**src/rtl/hazard_control_unit_pkg.sv**
```systemverilog
`default_nettype none
// ============================================================================
//  Module      : hazard_control_unit_pkg
//  Description : Shared register-address constants and the multi-cycle
//                tracker state encoding for the hazard control unit.
//  Revision    : 1.0 - initial release
// ============================================================================
package hazard_control_unit_pkg;

    // Register-file address width and the hard-wired zero register
    localparam int                c_REG_AW = 4;
    localparam logic [c_REG_AW-1:0] c_R_ZERO = 4'd0;

    // Width of the multi-cycle latency down-counter
    localparam int                c_CNT_W  = 4;

    // Multi-cycle unit occupancy state
    typedef enum logic [0:0] {
        ST_IDLE = 1'b0,
        ST_BUSY = 1'b1
    } mc_state_t;

endpackage : hazard_control_unit_pkg
`default_nettype wire

```
**src/rtl/hazard_control_unit_mc_tracker.sv**
```systemverilog
`default_nettype none
// ============================================================================
//  Module      : hazard_control_unit_mc_tracker
//  Description : Tracks the single non-pipelined multi-cycle unit: occupancy,
//                latency countdown and the in-flight destination register.
//                Flags the writeback cycle on the last busy cycle.
//  Revision    : 1.0 - initial release
// ============================================================================
module hazard_control_unit_mc_tracker
    import hazard_control_unit_pkg::*;
#(
    // Cycles from issue edge to writeback cycle, inclusive (legal 2..15)
    parameter int MC_LATENCY = 4
) (
    input  logic                clk,
    input  logic                rst_n,
    input  logic                i_issue,
    input  logic [c_REG_AW-1:0] i_rd,
    input  logic                i_regwrite,
    output logic                o_mc_busy,
    output logic                o_mc_wb,
    output logic [c_REG_AW-1:0] o_mc_wb_rd,
    output logic [c_REG_AW-1:0] o_pend_rd,
    output logic                o_pend_valid
);

    // Counter load value: the issue edge itself counts as the first of
    // MC_LATENCY cycles, so the count runs MC_LATENCY-1 down to 0.
    localparam logic [c_CNT_W-1:0] c_CNT_INIT = 4'(MC_LATENCY - 1);

    mc_state_t           r_state;
    logic [c_CNT_W-1:0]  r_cnt;
    logic [c_REG_AW-1:0] r_pend_rd;
    logic                r_pend_valid;
    logic                w_last;

    assign w_last = (r_state == ST_BUSY) && (r_cnt == '0);

    // Occupancy FSM: load on issue, count down, retire after the last cycle
    always_ff @(posedge clk or negedge rst_n) begin
        if (!rst_n) begin
            r_state      <= ST_IDLE;
            r_cnt        <= '0;
            r_pend_rd    <= c_R_ZERO;
            r_pend_valid <= 1'b0;
        end else begin
            case (r_state)
                ST_IDLE: begin
                    if (i_issue) begin
                        r_state      <= ST_BUSY;
                        r_cnt        <= c_CNT_INIT;
                        r_pend_rd    <= i_rd;
                        r_pend_valid <= i_regwrite && (i_rd != c_R_ZERO);
                    end
                end
                ST_BUSY: begin
                    if (r_cnt != '0) begin
                        r_cnt <= r_cnt - 4'd1;
                    end else begin
                        r_state      <= ST_IDLE;
                        r_pend_valid <= 1'b0;
                    end
                end
                default: begin
                    r_state      <= ST_IDLE;
                    r_pend_valid <= 1'b0;
                end
            endcase
        end
    end

    assign o_mc_busy    = (r_state == ST_BUSY);
    assign o_mc_wb      = w_last && r_pend_valid;
    // Destination is only meaningful alongside the writeback strobe
    assign o_mc_wb_rd   = o_mc_wb ? r_pend_rd : c_R_ZERO;
    assign o_pend_rd    = r_pend_rd;
    assign o_pend_valid = r_pend_valid;

endmodule : hazard_control_unit_mc_tracker
`default_nettype wire

```
**src/rtl/hazard_control_unit.sv**
```systemverilog
`default_nettype none
// ============================================================================
//  Module      : hazard_control_unit
//  Description : Issue-side hazard control at the IF/ID -> ID/EX boundary.
//                Stalls on load-use and on structural/RAW/WAW conflicts with
//                the multi-cycle unit; a taken-branch flush overrides stalls.
//  Revision    : 1.0 - initial release
// ============================================================================
module hazard_control_unit
    import hazard_control_unit_pkg::*;
#(
    // Cycles from issue edge to writeback cycle, inclusive (legal 2..15)
    parameter int MC_LATENCY = 4
) (
    input  logic                clk,
    input  logic                rst_n,
    input  logic                i_ifid_valid,
    input  logic [c_REG_AW-1:0] i_ifid_rs,
    input  logic [c_REG_AW-1:0] i_ifid_rt,
    input  logic                i_ifid_uses_rs,
    input  logic                i_ifid_uses_rt,
    input  logic [c_REG_AW-1:0] i_ifid_rd,
    input  logic                i_ifid_regwrite,
    input  logic                i_ifid_multicycle,
    input  logic                i_idex_memread,
    input  logic [c_REG_AW-1:0] i_idex_rt,
    input  logic                i_flush,
    output logic                o_pc_write,
    output logic                o_ifid_write,
    output logic                o_idex_bubble,
    output logic                o_mc_start,
    output logic                o_mc_busy,
    output logic                o_mc_wb,
    output logic [c_REG_AW-1:0] o_mc_wb_rd
);

    logic                w_mc_busy;
    logic [c_REG_AW-1:0] w_pend_rd;
    logic                w_pend_valid;
    logic                w_load_use;
    logic                w_raw;
    logic                w_waw;
    logic                w_mc_hazard;
    logic                w_stall;
    logic                w_issue;

    // A load in EX whose destination feeds this instruction (r0 never does)
    assign w_load_use = i_idex_memread && (i_idex_rt != c_R_ZERO) &&
                        ((i_ifid_uses_rs && (i_idex_rt == i_ifid_rs)) ||
                         (i_ifid_uses_rt && (i_idex_rt == i_ifid_rt)));

    // pend_valid is already cleared for r0 destinations, so no r0 test here
    assign w_raw = w_pend_valid &&
                   ((i_ifid_uses_rs && (i_ifid_rs == w_pend_rd)) ||
                    (i_ifid_uses_rt && (i_ifid_rt == w_pend_rd)));
    assign w_waw = w_pend_valid && i_ifid_regwrite && (i_ifid_rd == w_pend_rd);

    // Conflicts with the multi-cycle unit only matter while it is occupied;
    // holding through the writeback cycle avoids relying on regfile bypass.
    assign w_mc_hazard = w_mc_busy && (i_ifid_multicycle || w_raw || w_waw);

    // A flushed slot is being squashed anyway, so it never stalls or issues
    assign w_stall = i_ifid_valid && !i_flush && (w_load_use || w_mc_hazard);
    assign w_issue = i_ifid_valid && i_ifid_multicycle && !i_flush && !w_stall;

    assign o_pc_write    = !w_stall;
    assign o_ifid_write  = !w_stall;
    assign o_idex_bubble = w_stall || i_flush;
    assign o_mc_start    = w_issue;
    assign o_mc_busy     = w_mc_busy;

    hazard_control_unit_mc_tracker #(
        .MC_LATENCY (MC_LATENCY)
    ) u_mc_tracker (
        .clk          (clk),
        .rst_n        (rst_n),
        .i_issue      (w_issue),
        .i_rd         (i_ifid_rd),
        .i_regwrite   (i_ifid_regwrite),
        .o_mc_busy    (w_mc_busy),
        .o_mc_wb      (o_mc_wb),
        .o_mc_wb_rd   (o_mc_wb_rd),
        .o_pend_rd    (w_pend_rd),
        .o_pend_valid (w_pend_valid)
    );

endmodule : hazard_control_unit
`default_nettype wire

```
**config.mk**
```make
export PLATFORM = sky130hd
export DESIGN_NAME = hazard_control_unit
export DESIGN_NICKNAME = d
export VERILOG_FILES = /design/src/rtl/hazard_control_unit_pkg.sv /design/src/rtl/hazard_control_unit_mc_tracker.sv /design/src/rtl/hazard_control_unit.sv
export SDC_FILE = /design/constraint.sdc
export NUM_CORES = 1
export LEC_CHECK = 0
export CAP_MARGIN = 10
export CORE_UTILIZATION = 25
export CTS_BUF_LIST = sky130_fd_sc_hd__clkbuf_8
export DETAILED_ROUTE_END_ITERATION = 8
export PLACE_DENSITY = 0.57
export SLEW_MARGIN = 20
export SYNTH_ARGS = -nofsm -noshare
export SYNTH_HDL_FRONTEND = slang
export SYNTH_SLANG_ARGS = --single-unit
export TNS_END_PERCENT = 10
```
**constraint.sdc**
```tcl
create_clock -name clk -period 2.28 [get_ports clk]
set_clock_uncertainty 0.2 [all_clocks]
set_input_delay 0.456 -clock clk [delete_from_list [all_inputs] [get_ports clk]]
set_output_delay 0.456 -clock clk [all_outputs]
set_load 0.02 [all_outputs]
```
==> After elaboration in Yosys (flattened, before gate mapping) <==
Cells that the tools add are included.
{ "op_classes": {"addsub": 1, "n_mul": 0, "n_div": 0, "magnitude_cmp": 0, "n_eq_ne": 8, "n_shift": 0, "n_mux": 10, "bitwise_logic": 1, "reduce_logical": 33} }
{ "op_table": {"columns": ["operator", "n"], "rows": [
  ["$eq A4 B4 Y1", 5],
  ["$logic_and A1 B1 Y1", 18],
  ["$mux W4", 3],
  ["$reduce_bool A4 Y1", 3],
  ["$pmux W4 S2", 1],
  ["$logic_or A1 B1 Y1", 6],
  ["$ne A2 B2 Y1 const B", 3],
  ["$reduce_and A2 Y1", 3],
  ["$logic_not A4 Y1", 1],
  ["$mux W1", 4],
  ["$pmux W1 S2", 2],
  ["$sub A4 B1 Y4 const B", 1],
  ["$logic_not A1 Y1", 2],
  ["$not A1 Y1", 1]
]} }
{ "word_totals": {"regBits": 10, "latchBits": 0, "ramBits": 0, "romBits": 0, "inputBits": 25, "output_inout_bits": 10, "wordCells": 57, "memories": 0} }

==> Longest topological paths before layout <==
Gate-level depths: netlist of run 1.
{ "logic_depth": {"ltp_word": 13, "depth_mapped": 6, "mapped_depth_nobuf": 6} }

==> By module <==
From an unflattened synthesis of run 1, not the netlist that was laid out.
{ "unflattened": {"hier_cells": 87, "hier_area_um2": 828.3} }
{ "by_module_without_submodules": {"columns": ["mod", "instances", "cells_per_inst", "area_per_inst_um2", "seq_area_each_um2"], "rows": [
  ["hazard_control_unit_mc_tracker", 1, 47, 520.5, 250.2],
  ["hazard_control_unit", 1, 40, 307.8, 0.0]
]} }

==> Worst setup path before layout of run 1 <==
Ideal clock, no wire load.
{ "synth_path": {"kind": "in2out", "from": "in i_ifid_rt[1]", "to": "out o_pc_write", "t_arrival_ns": 1.880, "required_time_ns": 1.624, "path_slack_ns": -0.256, "stages": 5, "path_buffers": 1, "path_cell_list": "a222oi_1 or4b_1 a31oi_1 o21ai_0 buf_4"} }
{ "synth_between": {"elab_chain_len": 10, "elab_cells_between_ends": 14, "classes_between": "eq/ne: 2; reduce/logical: 12"} }
{ "synth_rtl": {"columns": ["item", "line_no", "rtl"], "rows": [
  ["start, declared", "hazard_control_unit.sv:19", "input logic [c_REG_AW-1:0] i_ifid_rt,"],
  ["$eq A4 B4 Y1", "hazard_control_unit.sv:55", "(i_ifid_uses_rt && (i_ifid_rt == w_pend_rd)));"],
  ["$logic_and A1 B1 Y1", "hazard_control_unit.sv:55", null],
  ["$logic_or A1 B1 Y1", "hazard_control_unit.sv:54", "((i_ifid_uses_rs && (i_ifid_rs == w_pend_rd)) ||"],
  ["$logic_and A1 B1 Y1", "hazard_control_unit.sv:53", "assign w_raw = w_pend_valid &&"],
  ["$logic_or A1 B1 Y1 (2 in series)", "hazard_control_unit.sv:60", "assign w_mc_hazard = w_mc_busy && (i_ifid_multicycle || w_raw || w_waw);"],
  ["$logic_and A1 B1 Y1", "hazard_control_unit.sv:60", null],
  ["$logic_or A1 B1 Y1 *", "hazard_control_unit.sv:63", "assign w_stall = i_ifid_valid && !i_flush && (w_load_use || w_mc_hazard);"],
  ["$logic_and A1 B1 Y1 *", "hazard_control_unit.sv:63", null],
  ["$logic_not A1 Y1 *", null, null],
  ["end, declared", "hazard_control_unit.sv:28", "output logic o_pc_write,"]
]} }
Mark *: on every way between the ends. The rest lies on a longest branch, timed or not.

==> Final worst setup path of run 1 <==
{ "layout_path": {"from": "reg u_mc_tracker.r_pend_rd[0] (netlist: u_mc_tracker.o_pend_rd[0])", "to": "out o_idex_bubble"} }
{ "layout_between": {"elab_chain_len": 10, "elab_cells_between_ends": 14, "classes_between": "eq/ne: 3; reduce/logical: 11"} }
{ "layout_rtl": {"columns": ["item", "line_no", "rtl"], "rows": [
  ["start, declared", "hazard_control_unit_mc_tracker.sv:33", "logic [c_REG_AW-1:0] r_pend_rd;"],
  ["start signal, assigned", "hazard_control_unit_mc_tracker.sv:44", "r_pend_rd <= c_R_ZERO;"],
  ["start signal, assigned", "hazard_control_unit_mc_tracker.sv:52", "r_pend_rd <= i_rd;"],
  ["$eq A4 B4 Y1, on equally long branches", "hazard_control_unit.sv:54, hazard_control_unit.sv:55", null],
  ["$logic_and A1 B1 Y1, on equally long branches", "hazard_control_unit.sv:54, hazard_control_unit.sv:55", null],
  ["$logic_or A1 B1 Y1", "hazard_control_unit.sv:54", null],
  ["$logic_and A1 B1 Y1", "hazard_control_unit.sv:53", null],
  ["$logic_or A1 B1 Y1", "hazard_control_unit.sv:60", null],
  ["$logic_or A1 B1 Y1 *", "hazard_control_unit.sv:60", null],
  ["$logic_and A1 B1 Y1 *", "hazard_control_unit.sv:60", null],
  ["$logic_or A1 B1 Y1 *", "hazard_control_unit.sv:63", null],
  ["$logic_and A1 B1 Y1 *", "hazard_control_unit.sv:63", null],
  ["$logic_or A1 B1 Y1 *", "hazard_control_unit.sv:68", "assign o_idex_bubble = w_stall || i_flush;"],
  ["end, declared", "hazard_control_unit.sv:30", "output logic o_idex_bubble,"]
]} }
Marked as above.

==> results.cfg, run 1 <==
[cells_and_area]
fin_nets = 185
n_fill_cell = 308
area_delta_synth_final_pct = 90.12
fin_util_pct = 50.49
ff_latch_area_um2 = 250.2
multi_input_area_um2 = 614.3
drive_gt1_share_pct = 44.87
diodes = 0

[floorplan]
core_area_mm2 = 0.003053
fp.dieW_um = 58.95
die_area_mm2 = 0.003475
start_util_pct = 26.56
die_h_um = 58.95
ios = 35
fp-row-count = 20

[clocking]
root_buffer = clkbuf_8
cts_tree = yes
max-clock-path-buffers = 2
clkLatencyLatePin_ns = 0.24
cts_buffers = 3
htreeDepth = 1
clkSlewWorstSetupHoldPaths_ns = 0.05
cts.sinks = 10

[critical_path]
critical_path_class = reg2out
crit_required_ns = 1.62
cp.arrival_ns = 1.83
startpoint_type = flip-flop
cp_max_fo = 3
endpoint_kind = output pin
r2r_cells = 7
cp_cell_sequence = buf_4, xor2_1, nor3_2, a41oi_2, a31oi_2, a211o_1, buf_6
slowest_delay_ns = 0.41
cpMaxStageDelayCell = dfrtp_1

[yosys]
postSynthAreaPerCell_um2 = 9.009
synth_top_area_share_pct = 30.86
yosys_most_used_dff = dfrtp_1
yosysMostFrequentCell = xor2_1
synth-edff-count = 0
ys_seq_area_share_pct = 30.86
synth_commonest_cells = 13 x xor2_1, 10 x dfrtp_1, 6 x inv_1
synth_cell_types = 33
ys_ff_latch = 10
yosysWarnings = 0
syn_nets = 117
synthTopCellsByArea = dfrtp_1 31%, xor2_1 14%, mux2_2 5.6%, xnor2_1 5.4%, ha_1 3.1%
netlist_area_um2 = 810.8
syn_inst = 90
async_flop_share_pct = 100.0
yosysTopAreaCell = dfrtp_1

[routing]
wire_per_inst_um = 13.06
drt_iter0_markers = 44
viasPerCell = 4.540
drc = 0
num_vias = 908
antenna_left = 0
drt_first_pass_iters = 4
wl_um = 2611

[grt]
grt_usage_pct = 17.10
grt_pass1_wl_um = 4416
antenna_found_initial = 0
grt_max_degree = 11
overflow = 0
grt_pass1_vias = 981

[power]
seqPwrFrac_pct = 25.1
pwr-share-clk_pct = 13.8
p_switching_w = 0.0005032
irDropWorstVdd_mv = 0.3698
switching_share_pct = 37.81
p_per_area_mw_per_mm2 = 863.4
combPwrFrac_pct = 61.1
p_leak_nw = 0.7511
intPower_w = 0.0008277

[placement]
dp_slack_ns = -1.043
portBuffers = 34
place_congestion = 0.8030
dpl.hpwl_um = 2025

[timing]
fin_ws_ns = -0.2047
clock.fmax_mhz = 402.5
slew_headroom_pct = 68.36
setup_viol = 5
rsz0062_at_grt = true
worst_pin_slew_ns = 0.4731
finalHoldViolCount = 0
fin_crit_ns = 2.485
fin_setup_tns_ns = -0.7933
fin_crit_sh_pct = 109.0
finalMaxSlewViolations = 0

[hold_path]
min_path_type = in2async

[outcome]
outcome = complete, but fails checks
violations = setup timing

[flow_run]
max_cap_violations = 0
[cell usage in the layout, fill, tap and decap left out, types with 2 or more instances in the layout]
cell type,count
mux2_4,4
ha_1,2
buf_6,9
xnor2_1,5
nand4_1,4
nor2_1,5
dfrtp_1,10
inv_2,3
a21oi_1,2
clkbuf_8,3
inv_1,4
nor3_1,2
a31o_2,2
nor2b_1,2
nand2_1,5
nor3_2,3
xor2_1,12
dlygate4sd2_1,12
clkdlybuf4s50_1,9
buf_2,3
nand2b_1,3
and2_4,4
buf_4,30
[through the flow]
| stage | cell area [um^2] | hold slack (ns) | std cells | power [W] |
|---|---|---|---|---|
| 5_1_grt | 1541 | 0.3819 | 200 | 0.001431 |
| 4_1_cts | 1488 | 0.3618 | 200 | 0.001291 |
| 3_5_place_dp | 1415 | 0.4232 | 195 | 0.001049 |
| 3_3_place_gp | 1415 | 0.4138 | 195 | 0.001034 |
| 2_1_floorplan | 818.3 | -0.03959 | 90 | 0.0006708 |
| 6_report | 1541 | 0.3427 | 200 | 0.001331 |
[power groups by stage]
stage | combinational, W | clock (W) | sequential [W]
floorplan | 0.000310 | 0 | 0.000361
global placement | 0.000705 | 0 | 0.000329
detailed placement | 0.000720 | 0 | 0.000329
CTS | 0.000773 | 0.000186 | 0.000332
global route | 0.000887 | 0.000200 | 0.000344
finish | 0.000813 | 0.000184 | 0.000334
[final cells by class]
class                      count  share of cell area [%]
timing repair buffer          65                   35.96
multi-input combinational     71                   39.85
tap                           44                   3.571
inverter                       7                   1.705
sequential                    10                   16.23
clock buffer                   3                   2.679
[sequential cells by signal, summed over array words and instances, names as in the netlist]
name                       flops
u_mc_tracker.o_pend_rd         4
u_mc_tracker.r_cnt             4
u_mc_tracker.o_mc_busy         1
u_mc_tracker.o_pend_valid      1
[repair_timing]
item                       CTS  global route
setup endpoints to repair   13            13
hold buffers                 0             0
pin swaps                   19             3
gates resized for setup     79            17
buffers inserted             2             0
[cell families (layout without fill, tap and decap cells)]
kind of cell | after synthesis | after routing | synth area share (%)
compound gates | 15 | 15 | 14.20
xor+xnor | 18 | 18 | 19.44
mux | 5 | 5 | 6.790
simple gates | 31 | 31 | 20.83
buf+inv | 9 | 75 | 4.783
fa+ha+maj | 2 | 2 | 3.086
flops | 10 | 10 | 30.86
[path summary, 6_finish.rpt]
check | to | startpoint | slack (ns)
worst min register to register | u_mc_tracker.o_pend_rd[3] | u_mc_tracker.o_pend_rd[3] | 0.45
min in group clk | u_mc_tracker.o_pend_rd[1] | i_ifid_rd[1] | 0.43
worst max-delay path | o_idex_bubble | u_mc_tracker.o_pend_rd[0] | -0.20
max in group asynchronous | u_mc_tracker.o_pend_rd[2] | rst_n | 1.21
worst max register to register | u_mc_tracker.r_cnt[3] | u_mc_tracker.r_cnt[0] | 0.59
worst min-delay path | u_mc_tracker.o_mc_busy | rst_n | 0.34
[critical path: cells and delay by family, from the launching register on]
kind | cells | cell delay, ns
XOR/XNOR | 1 | 0.14
buffers and inverters | 2 | 0.27
AO/OA/AOI/OAI | 3 | 0.55
AND/OR/NAND/NOR | 1 | 0.22
flip-flops | 1 | 0.41
[layer usage]
layer	share of wire, %	GRT usage, %
met5	0	0
met2	52	29.71
met1	44	20.92
met3	2.9	1.758
met4	1.8	8.503
(Power assumes the default switching activity.)
==> run 2: changes to the inputs <==
--- a/config.mk
+++ b/config.mk
@@ -9,7 +9,7 @@
 export CORE_UTILIZATION = 25
 export CTS_BUF_LIST = sky130_fd_sc_hd__clkbuf_8
 export DETAILED_ROUTE_END_ITERATION = 8
-export PLACE_DENSITY = 0.57
+export PLACE_DENSITY = 0.52
 export SLEW_MARGIN = 20
 export SYNTH_ARGS = -nofsm -noshare
 export SYNTH_HDL_FRONTEND = slang
==> constraint.sdc (replaced) <==
create_clock -name clk -period 2.28 [get_ports clk]
set_clock_uncertainty 0.2 [all_clocks]
set_input_delay 0.684 -clock clk [delete_from_list [all_inputs] [get_ports clk]]
set_output_delay 0.684 -clock clk [all_outputs]
set_load 0.02 [all_outputs]
==> run 2 against run 1 <==
  * The flow still finishes with violations (setup timing)
  * Die area unchanged
  * Critical path depth fell by 1
  * Power increased by 0.49%
  * Sequential cell count unchanged
  * Register-to-register slack got worse by 0.02 ns
  * Worst hold slack improved by 0.12 ns
  * Wire length down 2.3%
  * First-iteration DRC count is 11% lower
  * Sequential share of layout area increased by 0.28 points
  * Combinational power is 3.3% lower
  * Critical endpoint is now o_pc_write
  * Highest routed layer unchanged
==> results.cfg, run 2 (synthesis results as in run 1) <==
[outcome]
outcome = complete, but fails checks
violations = setup timing

[floorplan]
die_area_mm2 = 0.003475
ios = 35
start_util_pct = 26.56
core_area_mm2 = 0.003053
fp-row-count = 20
fp.dieW_um = 58.95
die_h_um = 58.95

[timing]
worst_pin_slew_ns = 0.4579
setup_viol = 9
fin_crit_ns = 2.907
finalHoldViolCount = 0
rsz0062_at_grt = true
fin_crit_sh_pct = 127.5
slew_headroom_pct = 69.38
fin_setup_tns_ns = -2.928
finalMaxSlewViolations = 0
fin_ws_ns = -0.6272
clock.fmax_mhz = 344.0

[routing]
top_layer = met4
antenna_left = 0
wl_met1_um = 1169
dr_wl_met2_um = 1272
viasPerCell = 4.488
wl_met3_um = 88
drc = 0
wl_um = 2550
drt_iter0_markers = 39
drt_first_pass_iters = 4
num_vias = 902
wire_per_inst_um = 12.69

[hold_path]
min_path_type = reg2reg

[critical_path]
startpoint_type = input pin
cp.arrival_ns = 2.02
crit_required_ns = 1.40
endpoint_kind = output pin
cp_max_fo = 2
critical_path_class = in2out

[cells_and_area]
fin_nets = 185
multi_input_area_um2 = 594.3
ff_latch_area_um2 = 250.2
layout_common_cells = 33 x buf_4, 13 x xor2_1, 10 x dfrtp_1
drive_gt1_share_pct = 43.95
n_fill_cell = 317
diodes = 0
mostFrequentLayoutCell = buf_4
area_delta_synth_final_pct = 86.88

[grt]
grt_pass1_vias = 908
antenna_found_initial = 0
grt_usage_pct = 15.90
overflow = 0
grt_pass1_wl_um = 4153
grt_max_degree = 11

[placement]
dpl.hpwl_um = 2050
place_congestion = 0.8003
portBuffers = 34
dp_slack_ns = -1.467

[clocking]
clkSlewWorstSetupHoldPaths_ns = 0.05
clkLatencyLatePin_ns = 0.23
cts_tree = yes
htreeDepth = 1
root_buffer = clkbuf_8
holdBufCountCts = 0
cts_buffers = 3
max-clock-path-buffers = 2
cts.sinks = 10

[power]
p_leak_nw = 0.7479
total_power_w = 0.001337
p_per_area_mw_per_mm2 = 882.7
irDropWorstVdd_mv = 0.5653

[flow_run]
max_cap_violations = 0
==> run 2: changes by cell type in the layout (fill, tap and decap cells not counted), sizes merged <==
cell and delta:
clkdlybuf4s15 +2, clkbuf +4, clkdlybuf4s50 -2, dlygate4sd2 -4, buf +1
==> run 2: layout make-up <==
type / instances / share of cell area, %
Timing Repair Buffer: 65 / 35.26
Tap cell: 44 / 3.633
Inverter: 7 / 1.734
Clock buffer: 4 / 3.633
Multi-Input combinational cell: 71 / 39.22
Sequential cell: 10 / 16.52
==> run 2: per-layer routing <==
layer  track usage, %  vias to the layer above
met5                0                        -
met4            3.741                        0
met3            2.637                        2
met2            28.57                       27
met1            19.70                      415
li1                 -                      458
==> run 2: path summary, 6_finish.rpt <==
| check | startpoint | to | slack [ns] | depth (start not counted) |
|---|---|---|---|---|
| setup reg to reg | u_mc_tracker.r_cnt[0] | u_mc_tracker.r_cnt[3] | 0.57 | 7 |
| min in group asynchronous | rst_n | u_mc_tracker.o_pend_valid | 0.57 | 1 |
| max in group asynchronous | rst_n | u_mc_tracker.o_pend_rd[1] | 1.00 | 1 |
| hold reg to reg | u_mc_tracker.r_cnt[0] | u_mc_tracker.r_cnt[0] | 0.46 | 3 |
| hold / removal | u_mc_tracker.r_cnt[0] | u_mc_tracker.r_cnt[0] | 0.46 | 3 |
| setup / recovery | i_ifid_rt[1] | o_pc_write | -0.63 | 6 |
==> run 2: what timing repair did <==
item,4_1_cts,5_1_grt
hold endpoints to repair,0,0
endpoints found under the setup margin,20,13
gates resized for setup,88,10
setup buffers,1,0
pin swaps,19,2
==> run 2: where the power goes <==
group / total, W / switching (W) / internal [W]
sequential: 0.000332 / 0.0000718 / 0.000260
combinational: 0.000786 / 0.000353 / 0.000434
clock: 0.000220 / 0.0000679 / 0.000152
total: 0.00134 / 0.000492 / 0.000845
==> run 2: worst max-delay path, cell delays in order <==
cell	delay, ns
buf_6	0.09
a222oi_1	0.30
or4b_4	0.53
a31oi_4	0.18
o21ai_2	0.09
buf_6	0.14
==> run 2: per-stage QoR <==
stage / area, um^2 / hold slack (ns) / cells / util [%]
after CTS: 1519 / 0.4762 / 201 / 49.75
after global routing: 1515 / 0.4948 / 201 / 49.63
after detailed placement: 1423 / 0.4130 / 196 / 46.60
after floorplan: 818.3 / 0.1884 / 90 / -
final: 1515 / 0.4596 / 201 / 49.63
after global placement: 1423 / 0.4064 / 196 / 46.60
==> run 3: changes to the inputs <==
--- a/config.mk
+++ b/config.mk
@@ -6,12 +6,15 @@
 export NUM_CORES = 1
 export LEC_CHECK = 0
 export CAP_MARGIN = 10
+export CELL_PAD_IN_SITES_DETAIL_PLACEMENT = 1
+export CELL_PAD_IN_SITES_GLOBAL_PLACEMENT = 1
 export CORE_UTILIZATION = 25
 export CTS_BUF_LIST = sky130_fd_sc_hd__clkbuf_8
 export DETAILED_ROUTE_END_ITERATION = 8
-export PLACE_DENSITY = 0.52
+export PLACE_DENSITY = 0.67
 export SLEW_MARGIN = 20
 export SYNTH_ARGS = -nofsm -noshare
 export SYNTH_HDL_FRONTEND = slang
+export SYNTH_HIERARCHICAL = 1
 export SYNTH_SLANG_ARGS = --single-unit
 export TNS_END_PERCENT = 10
==> run 3 against run 2 <==
  * The flow still finishes with violations (setup timing)
  * Design area rose by 14%
  * Sequential share of layout area fell by 1.8 points
  * Global-route usage increased by 1.6 points
  * Final cell count unchanged
  * Synthesized area grew 2.2%
  * Core utilization is 6.2 points higher
  * Non-clock buffer count rose by 3
  * Via count rose by 3.7%
  * Critical path type unchanged
  * Critical endpoint is now o_idex_bubble
  * Highest routed layer unchanged
==> results.cfg, run 3 <==
[outcome]
outcome = complete, but fails checks
violations = setup timing

[timing]
finalMaxSlewViolations = 0
fin_setup_tns_ns = -5.481
slew_headroom_pct = 69.33
fin_crit_sh_pct = 127.9
fin_crit_ns = 2.915
finalHoldViolCount = 0
fin_ws_ns = -0.6352
worst_pin_slew_ns = 0.4586
setup_viol = 19
rsz0062_at_grt = true
clock.fmax_mhz = 343.0

[clocking]
holdBufCountCts = 0
cts_buffers = 3
cts_tree = yes
max-clock-path-buffers = 2
cts.sinks = 10
clkLatencyLatePin_ns = 0.23
clkSlewWorstSetupHoldPaths_ns = 0.05
htreeDepth = 1
root_buffer = clkbuf_8

[yosys]
synth_top_area_share_pct = 30.21
ys_seq_area_share_pct = 30.21
postSynthAreaPerCell_um2 = 9.521
synth-edff-count = 0
synthTopCellsByArea = dfrtp_1 30%, xor2_1 15%, xnor2_1 7.4%, mux2_2 5.4%, nand3_1 4.8%
synth_cell_types = 31
yosysWarnings = 6
yosys_most_used_dff = dfrtp_1
netlist_area_um2 = 828.3
yosysTopAreaCell = dfrtp_1
yosysMostFrequentCell = xor2_1
synth_commonest_cells = 14 x xor2_1, 10 x dfrtp_1, 8 x nand3_1
async_flop_share_pct = 100.0
syn_inst = 87
syn_nets = 114
ys_ff_latch = 10

[critical_path]
startpoint_type = input pin
critical_path_class = in2out
crit_required_ns = 1.40
endpoint_kind = output pin
cp_max_fo = 2
cp.arrival_ns = 2.03

[routing]
drt_iter0_markers = 10
num_vias = 935
antenna_left = 0
wire_per_inst_um = 15.97
drt_first_pass_iters = 4
drc = 0
viasPerCell = 4.652
wl_um = 3209

[floorplan]
fp-row-count = 20
ios = 35
core_area_mm2 = 0.003103
die_area_mm2 = 0.003547
start_util_pct = 26.69
die_h_um = 59.56
fp.dieW_um = 59.56

[power]
total_power_w = 0.001561
p_per_area_mw_per_mm2 = 900.6
irDropWorstVdd_mv = 0.5633
p_leak_nw = 0.7402

[grt]
antenna_found_initial = 0
overflow = 0
grt_pass1_wl_um = 4505
grt_max_degree = 11
grt_pass1_vias = 1026
grt_usage_pct = 17.51

[cells_and_area]
drive_gt1_share_pct = 65.61
layout_common_cells = 36 x buf_4, 11 x buf_6, 7 x nand3_1
area_delta_synth_final_pct = 109.2
finalNonFillerCells = 201
fin_nets = 185
n_fill_cell = 357
mostFrequentLayoutCell = buf_4
fin_util_pct = 55.85
design_area_mm2 = 0.001733
diodes = 0

[placement]
place_congestion = 0.7984
placedCellCount = 193
dpl.hpwl_um = 2346
portBuffers = 34
place_area_mm2 = 0.001469

[hold_path]
min_path_type = reg2reg

[flow_run]
max_cap_violations = 0
==> run 3: worst max-delay path, stage by stage <==
cell	delay [ns]
buf_4	0.13
xor2_4	0.17
nor4_4	0.07
or4_1	0.52
a221o_1	0.32
buf_6	0.13
==> run 3: worst paths after layout <==
path	from	end	slack, ns	depth (start not counted)
min in group asynchronous	rst_n	u_mc_tracker/r_cnt[0]	0.57	1
worst max register to register	u_mc_tracker/o_mc_busy	u_mc_tracker/o_pend_rd[0]	0.30	5
worst min register to register	u_mc_tracker/r_cnt[1]	u_mc_tracker/r_cnt[1]	0.43	2
max in group asynchronous	rst_n	u_mc_tracker/o_pend_rd[1]	0.97	1
worst min-delay path	u_mc_tracker/r_cnt[1]	u_mc_tracker/r_cnt[1]	0.43	2
worst max-delay path	i_ifid_rt[1]	o_idex_bubble	-0.64	6
==> run 3: layer usage <==
metal | part of all wire [%] | vias to the layer above | wire length [um] | global-route usage, %
li1 | - | 451 | - | -
met1 | 40 | 447 | 1290 | 19.00
met2 | 55 | 29 | 1754 | 33.55
met3 | 3.1 | 8 | 98 | 2.402
met4 | 2.0 | 0 | 65 | 7.309
met5 | 0 | - | 0 | 0
==> run 3: final cells by class <==
| type | count | area [um^2] | area share, % |
|---|---|---|---|
| flip-flops and latches | 10 | 255.2 | 14.73 |
| clock buffers | 4 | 55.05 | 3.177 |
| well taps | 44 | 55.05 | 3.177 |
| inverters | 2 | 7.507 | 0.4332 |
| repair buffers | 68 | 581.8 | 33.57 |
| multi-input cells | 73 | 778.2 | 44.91 |
==> run 3: stage by stage <==
stage / hold WS, ns / worst slack [ns]
after floorplan: 0.1884 / -0.3843
after global placement: 0.3762 / -1.404
after detailed placement: 0.4095 / -1.432
after CTS: 0.4395 / -0.6370
after global routing: 0.4486 / -0.6937
final: 0.4307 / -0.6352
==> run 3: where the power goes <==
group | switching, W | internal (W) | total (W)
Sequential | 0.000173 | 0.000270 | 0.000442
Combinational | 0.000387 | 0.000512 | 0.000899
Clock | 0.0000677 | 0.000152 | 0.000219
==> run 3: repair_timing <==
| action | 4_1_cts | 5_1_grt |
|---|---|---|
| setup endpoints to repair | 20 | 19 |
| pin swaps | 28 | 10 |
| buffers inserted | 2 | 2 |
| resized for setup | 146 | 22 |
==> run 3: logic make-up (layout without fill, tap and decap cells) <==
family	count (synthesis)	in the layout	synth area share [%]
AO/OA/AOI/OAI	11	11	9.820
XOR/XNOR	21	21	22.21
adder cells (fa/ha/maj)	2	2	3.021
buffers and inverters	4	74	2.417
flip-flops	10	10	30.21
multiplexers	4	4	5.438
AND/OR/NAND/NOR	35	35	26.89
==> variant 1: new RTL, flow settings as in run 1 <==
Make the reset (`rst_n`) synchronous in one clocked block.
--- a/src/rtl/hazard_control_unit_mc_tracker.sv
+++ b/src/rtl/hazard_control_unit_mc_tracker.sv
@@ -39,3 +39,3 @@
     // Occupancy FSM: load on issue, count down, retire after the last cycle
-    always_ff @(posedge clk or negedge rst_n) begin
+    always_ff @(posedge clk) begin
         if (!rst_n) begin
Behaviour: differs if rst_n is asserted again (counterexample within 4 cycles, from zero or initial values and one cycle with rst_n low); with rst_n held inactive, the same outputs for 10 cycles.
==> variant 1 against run 1 <==
Global-route usage down 0.88 points. Wire length up 6.2%. Worst hold slack worse by 0.022 ns. Synthesized area up 4.2%. Register-to-register slack better by 0.03 ns. Die area up 4.0%. Utilization down 0.97 points. Cell area up 0.49%. Setup slack worse by 0.076 ns. Highest routed layer unchanged. The flow still finishes with violations (setup timing). Sequential cell count unchanged.
Power is not compared: it rests on default switching activity, and its combinational part moved more than twofold at a synthesized area within 25%.
==> variant 1: results (changes against run 1) <==
• **longest individual stage delay on the worst path** 0.53 ns, +0.12 ns
• **worst-case register-to-register setup slack** 0.62 ns, +0.03 ns
• **run status** finished with violations
• **critical path fanouts, max** 6, +3
• **Total Neg Setup Slack** -0.620 ns, +0.173 ns
• **number of fill cells in the layout** 294, -4.5%
• **Global Route met3 Usage** 0.0216, +0.00406
• **number of failing setup endpoints in the final timing report** 4, -1
• **synthesized-area fraction occupied by adder cells** 0.0296, -0.00123
• **Total Routing Usage GR** 0.162, -0.00879
• **wire length of the first global-routing pass** 4.34 mm, -1.7%
• **compound-cell area share of the yosys netlist** 0.138, -0.00420
• **top cells by area in the synthesized netlist** sky130_fd_sc_hd__dfxtp_1 (24%), sky130_fd_sc_hd__xor2_1 (13%), sky130_fd_sc_hd__mux2i_1 (5.9%)
• **detailed-routed wire length on met2** 1.43 mm, +6.0%
• **Synth-to-Final Area Change** 83.4%
• **share of final-layout standard cells stronger than drive strength 1** 0.470, +0.0208
• **vias in the first global route** 1009, +2.9%
• **Worst Reg2Reg Path Length in Cells** 8, +1
• **met1 usage** 0.199, -0.0103
• **Area after DPL** 1450 sq um, +2.2%
• **r2r endpoint** u_mc_tracker.r_cnt[0]
• **violated checks** setup timing
• **path type of the worst min-delay path** reg -> reg
• **detailed-routed wire length on met3** 73 um, -5.2%
• **Largest delay share family, worst path** simple AND/OR/NAND/NOR gates
• **number of design-rule violations left by the first detailed-router iteration** 26, -41%
• **pre-CTS setup slack** -0.996 ns, +0.0479 ns
• **Arr. time, crit path** 1.90 ns, +0.07 ns
• **pin count of the biggest net entering global routing** 12, +1
• **Synthesized Nets** 128, +9.4%
• **DR vias/cell** 4.55, +0.18%
• **GR Layer Usage met2** 0.286, -0.0114
• **startpoint of the worst-slack reg-to-reg timing path** u_mc_tracker.r_cnt[0]
• **worst-margin pin slew** 0.308 ns, -0.165 ns
• **HPWL reported at the end of detailed placement** 2.08 mm, +2.7%
• **worst path setup slack after routing** -0.281 ns, -0.0758 ns
[variant 1: cell count changes after synthesis, sizes merged, moves of 5 or more]
cell | run 1 | this run
dfxtp | 0 | 10
nand2 | 5 | 13
nor2 | 5 | 0
nand3 | 0 | 6
dfrtp | 10 | 0
[variant 1: final cells by class]
| type | count | area share |
|---|---|---|
| well taps | 44 | 0.0355 |
| multi-input cells | 81 | 0.455 |
| clock buffers | 4 | 0.0355 |
| inverters | 5 | 0.0121 |
| repair buffers | 64 | 0.325 |
| flip-flops and latches | 10 | 0.137 |
[variant 1: repair_timing]
action / CTS / global route
gates resized for setup: 108 / 12
endpoints found under the hold margin: 0 / 0
cloned: 0 / 0
setup endpoints to repair: 19 / 4
buffers inserted: 0 / 1
pin swaps: 12 / 13
[variant 1: kinds of logic after synthesis]
group                      count (synthesis)
AOI/OAI and AO/OA                         14
xor gates and xnor gates                  17
adders and majority gates                  2
buffers and inverters                     10
DFF                                       10
muxes                                      5
and+or+nand+nor                           43
[variant 1: how the worst max path moves through the flow]
stage / start / end / slack [ns] / cells past startpoint
floorplan: i_ifid_rt[2] / o_pc_write / -0.003 / 6
global placement: i_idex_rt[0] / o_idex_bubble / -0.96 / 7
detailed placement: i_ifid_rt[0] / o_idex_bubble / -1.0 / 6
CTS: i_idex_rt[2] / o_idex_bubble / -0.26 / 7
global route: i_ifid_rd[3] / o_idex_bubble / -0.34 / 7
finish: u_mc_tracker.o_pend_rd[0] / o_idex_bubble / -0.28 / 5
[variant 1: through the flow]
step	cells	total power, uW
after global routing	208	628
after global placement	203	362
after CTS	207	585
after floorplan	101	260
after detailed placement	203	363
final	208	593
[variant 1: power by group]
group	switching (uW)	internal (uW)	total [uW]
logic	81.0	99.2	180
clock network	72.6	152	225
registers	8.57	180	188
total	162	431	593
==> variant 2: new RTL, flow settings as in run 1 <==
Made on the original files. Set the package constant `c_CNT_W` to 6 (it was 4).
--- a/src/rtl/hazard_control_unit_pkg.sv
+++ b/src/rtl/hazard_control_unit_pkg.sv
@@ -14,3 +14,3 @@
     // Width of the multi-cycle latency down-counter
-    localparam int                c_CNT_W  = 4;
+    localparam int                c_CNT_W  = 6;
 
Behaviour: same outputs for any inputs over 10 cycles, from zero or initial values and one cycle with rst_n low; that may be too few to reach the edited logic, so the function may still have changed.
==> variant 2 against run 1 <==
The flow still finishes with violations (setup timing). Sequential cell count up 2. Worst hold slack worse by 0.024 ns. First-iteration DRC count is 16% lower. Setup slack got worse by 0.16 ns. Cell area rose by 19%. Total power up 21%. Wire length increased by 13%. Largest cell class unchanged. Maximum frequency decreased by 6.1%. Synthesized area is 20% higher.
==> variant 2: results (changes against run 1) <==
• **synth cell count leaders** sky130_fd_sc_hd__xor2_1 (13), sky130_fd_sc_hd__dfrtp_1 (12), sky130_fd_sc_hd__nand2_1 (7), sky130_fd_sc_hd__nand2b_1 (7), sky130_fd_sc_hd__xnor2_1 (7)
• **maximum clock insertion buffer count** 2, unchanged
• **root buffer selected by CTS** sky130_fd_sc_hd__clkbuf_8
• **library cells used by synthesis** 33, unchanged
• **number of hold-slack violations in the final timing report** 0, unchanged
• **Synthesized Nets** 133, +14%
• **Crit-path slowest cell** sky130_fd_sc_hd__or4_4
• **number of cells traversed by the worst hold path** 2
• **power in the clock group** 189 uW, +3%
• **Largest Register** u_mc_tracker.r_cnt
• **number of design-rule violations left by the first detailed-router iteration** 37, -16%
• **Crit. Startpoint** i_ifid_rd[1]
• **longest individual stage delay on the worst path** 0.57 ns, +0.16 ns
• **total of cells resized after clock tree synthesis** 93, +18%
• **post-route worst hold slack** 0.319 ns, -0.0242 ns
• **sequential power** 446 uW, +34%
• **DR vias/cell** 4.54, about the same
• **worst path setup slack after routing** -0.365 ns, -0.160 ns
• **Max VDD drop** 0.579 mV, +56%
• **number of warnings reported in the yosys synthesis log** 0, unchanged
• **Lkg Pwr** 0.000806 uW, +7.3%
• **H-Tree Level Count** 1, unchanged
• **later-pin clock latency in the skew report** 0.24 ns, about the same
• **wire length of the first global-routing pass** 4.92 mm, +11%
• **r2r endpoint** u_mc_tracker.o_pend_valid
• **routability cong.** 0.723, -9.9%
• **relative contribution of sequential cells to total power** 0.277, +0.026
• **Total Routing Usage GR** 0.151, -0.0198
• **post-synthesis sequential area ratio** 0.309, +0.000636
• **async set-or-reset flop fraction in the synthesized netlist** 1.00, unchanged
• **critical hold path startpoint** i_ifid_rd[3]
• **path type of the worst min-delay path** in -> reg
• **clock-pin slew on the worst setup and hold paths** 0.05 ns, about the same
• **total routed wirelength** 2.94 mm, +13%
• **vias in the first global route** 1080, +10%
• **pin count of the biggest net entering global routing** 13, +2
• **Worst Reg2Reg Path Length in Cells** 9, +2
• **total net switching power** 607 uW, +21%
• **share of final-layout standard cells stronger than drive strength 1** 0.486, +0.0376
• **Critical Path Sink** o_idex_bubble
• **Total Neg Setup Slack** -2.89 ns, -2.10 ns
• **critical path fanouts, max** 2, -1
• **number of failing setup endpoints in the final timing report** 9, +4
• **HPWL reported at the end of detailed placement** 2.26 mm, +12%
• **number of fill cells in the layout** 378, +23%
• **final net count** 211, +14%
• **startpoint of the worst-slack reg-to-reg timing path** u_mc_tracker.r_cnt[0]
• **run status** finished with violations
• **headroom to the max-slew limit** 0.608, -0.0755
• **Arr. time, crit path** 1.99 ns, +0.16 ns
• **violated checks** setup timing
• **worst-case register-to-register setup slack** 0.05 ns, -0.54 ns
• **antenna violations before repair** 0, unchanged
• **top cells by area in the synthesized netlist** sky130_fd_sc_hd__dfrtp_1 (31%), sky130_fd_sc_hd__xor2_1 (12%), sky130_fd_sc_hd__xnor2_1 (6.3%)
• **Most used DFF post-synth** sky130_fd_sc_hd__dfrtp_1
variant 2: changes by cell type after synthesis, moves of 4 or more:
cell / before / now
sky130_fd_sc_hd__nand3_1: 0 / 6
sky130_fd_sc_hd__inv_1: 6 / 2
sky130_fd_sc_hd__nand2b_1: 3 / 7
sky130_fd_sc_hd__nand4_1: 4 / 0
sky130_fd_sc_hd__o21ai_0: 1 / 5
sky130_fd_sc_hd__or3_1: 0 / 4
variant 2: area by class of cell:
cell class              count  area share
multi-input cells          91       0.436
flip-flops and latches     12       0.166
clock buffers               3      0.0224
repair buffers             75       0.339
well taps                  48      0.0326
inverters                   2     0.00408
variant 2: worst max-delay path: cells and delay by family:
family / cells / cell delay, ns
buffers and inverters: 2 / 0.39
and+or+nand+nor: 2 / 0.65
AOI/OAI and AO/OA: 1 / 0.33
xor gates and xnor gates: 1 / 0.17
variant 2: per-stage QoR:
step	worst slack, ns	instances	area, sq um
after detailed placement	-1.09	225	1690
final	-0.365	231	1840
after global routing	-0.434	231	1840
after floorplan	-0.106	107	1010
after global placement	-1.04	225	1690
after CTS	-0.425	230	1790
variant 2: kinds of logic (layout without fill, tap and decap cells):
group                      count (synthesis)  after routing  synth area share
adders and majority gates                  1              1            0.0129
DFF                                       12             12             0.309
muxes                                      4              4            0.0464
AOI/OAI and AO/OA                         18             18             0.126
buffers and inverters                      4             80            0.0193
and+or+nand+nor                           48             48             0.305
xor gates and xnor gates                  20             20             0.180
variant 2: layer usage:
| metal | GRT usage | share of wire | vias up |
|---|---|---|---|
| met4 | 0.0500 | 0.0075 | 0 |
| met1 | 0.196 | 0.47 | 493 |
| met5 | 0 | 0 | - |
| li1 | - | - | 532 |
| met3 | 0.0232 | 0.040 | 2 |
| met2 | 0.253 | 0.49 | 21 |
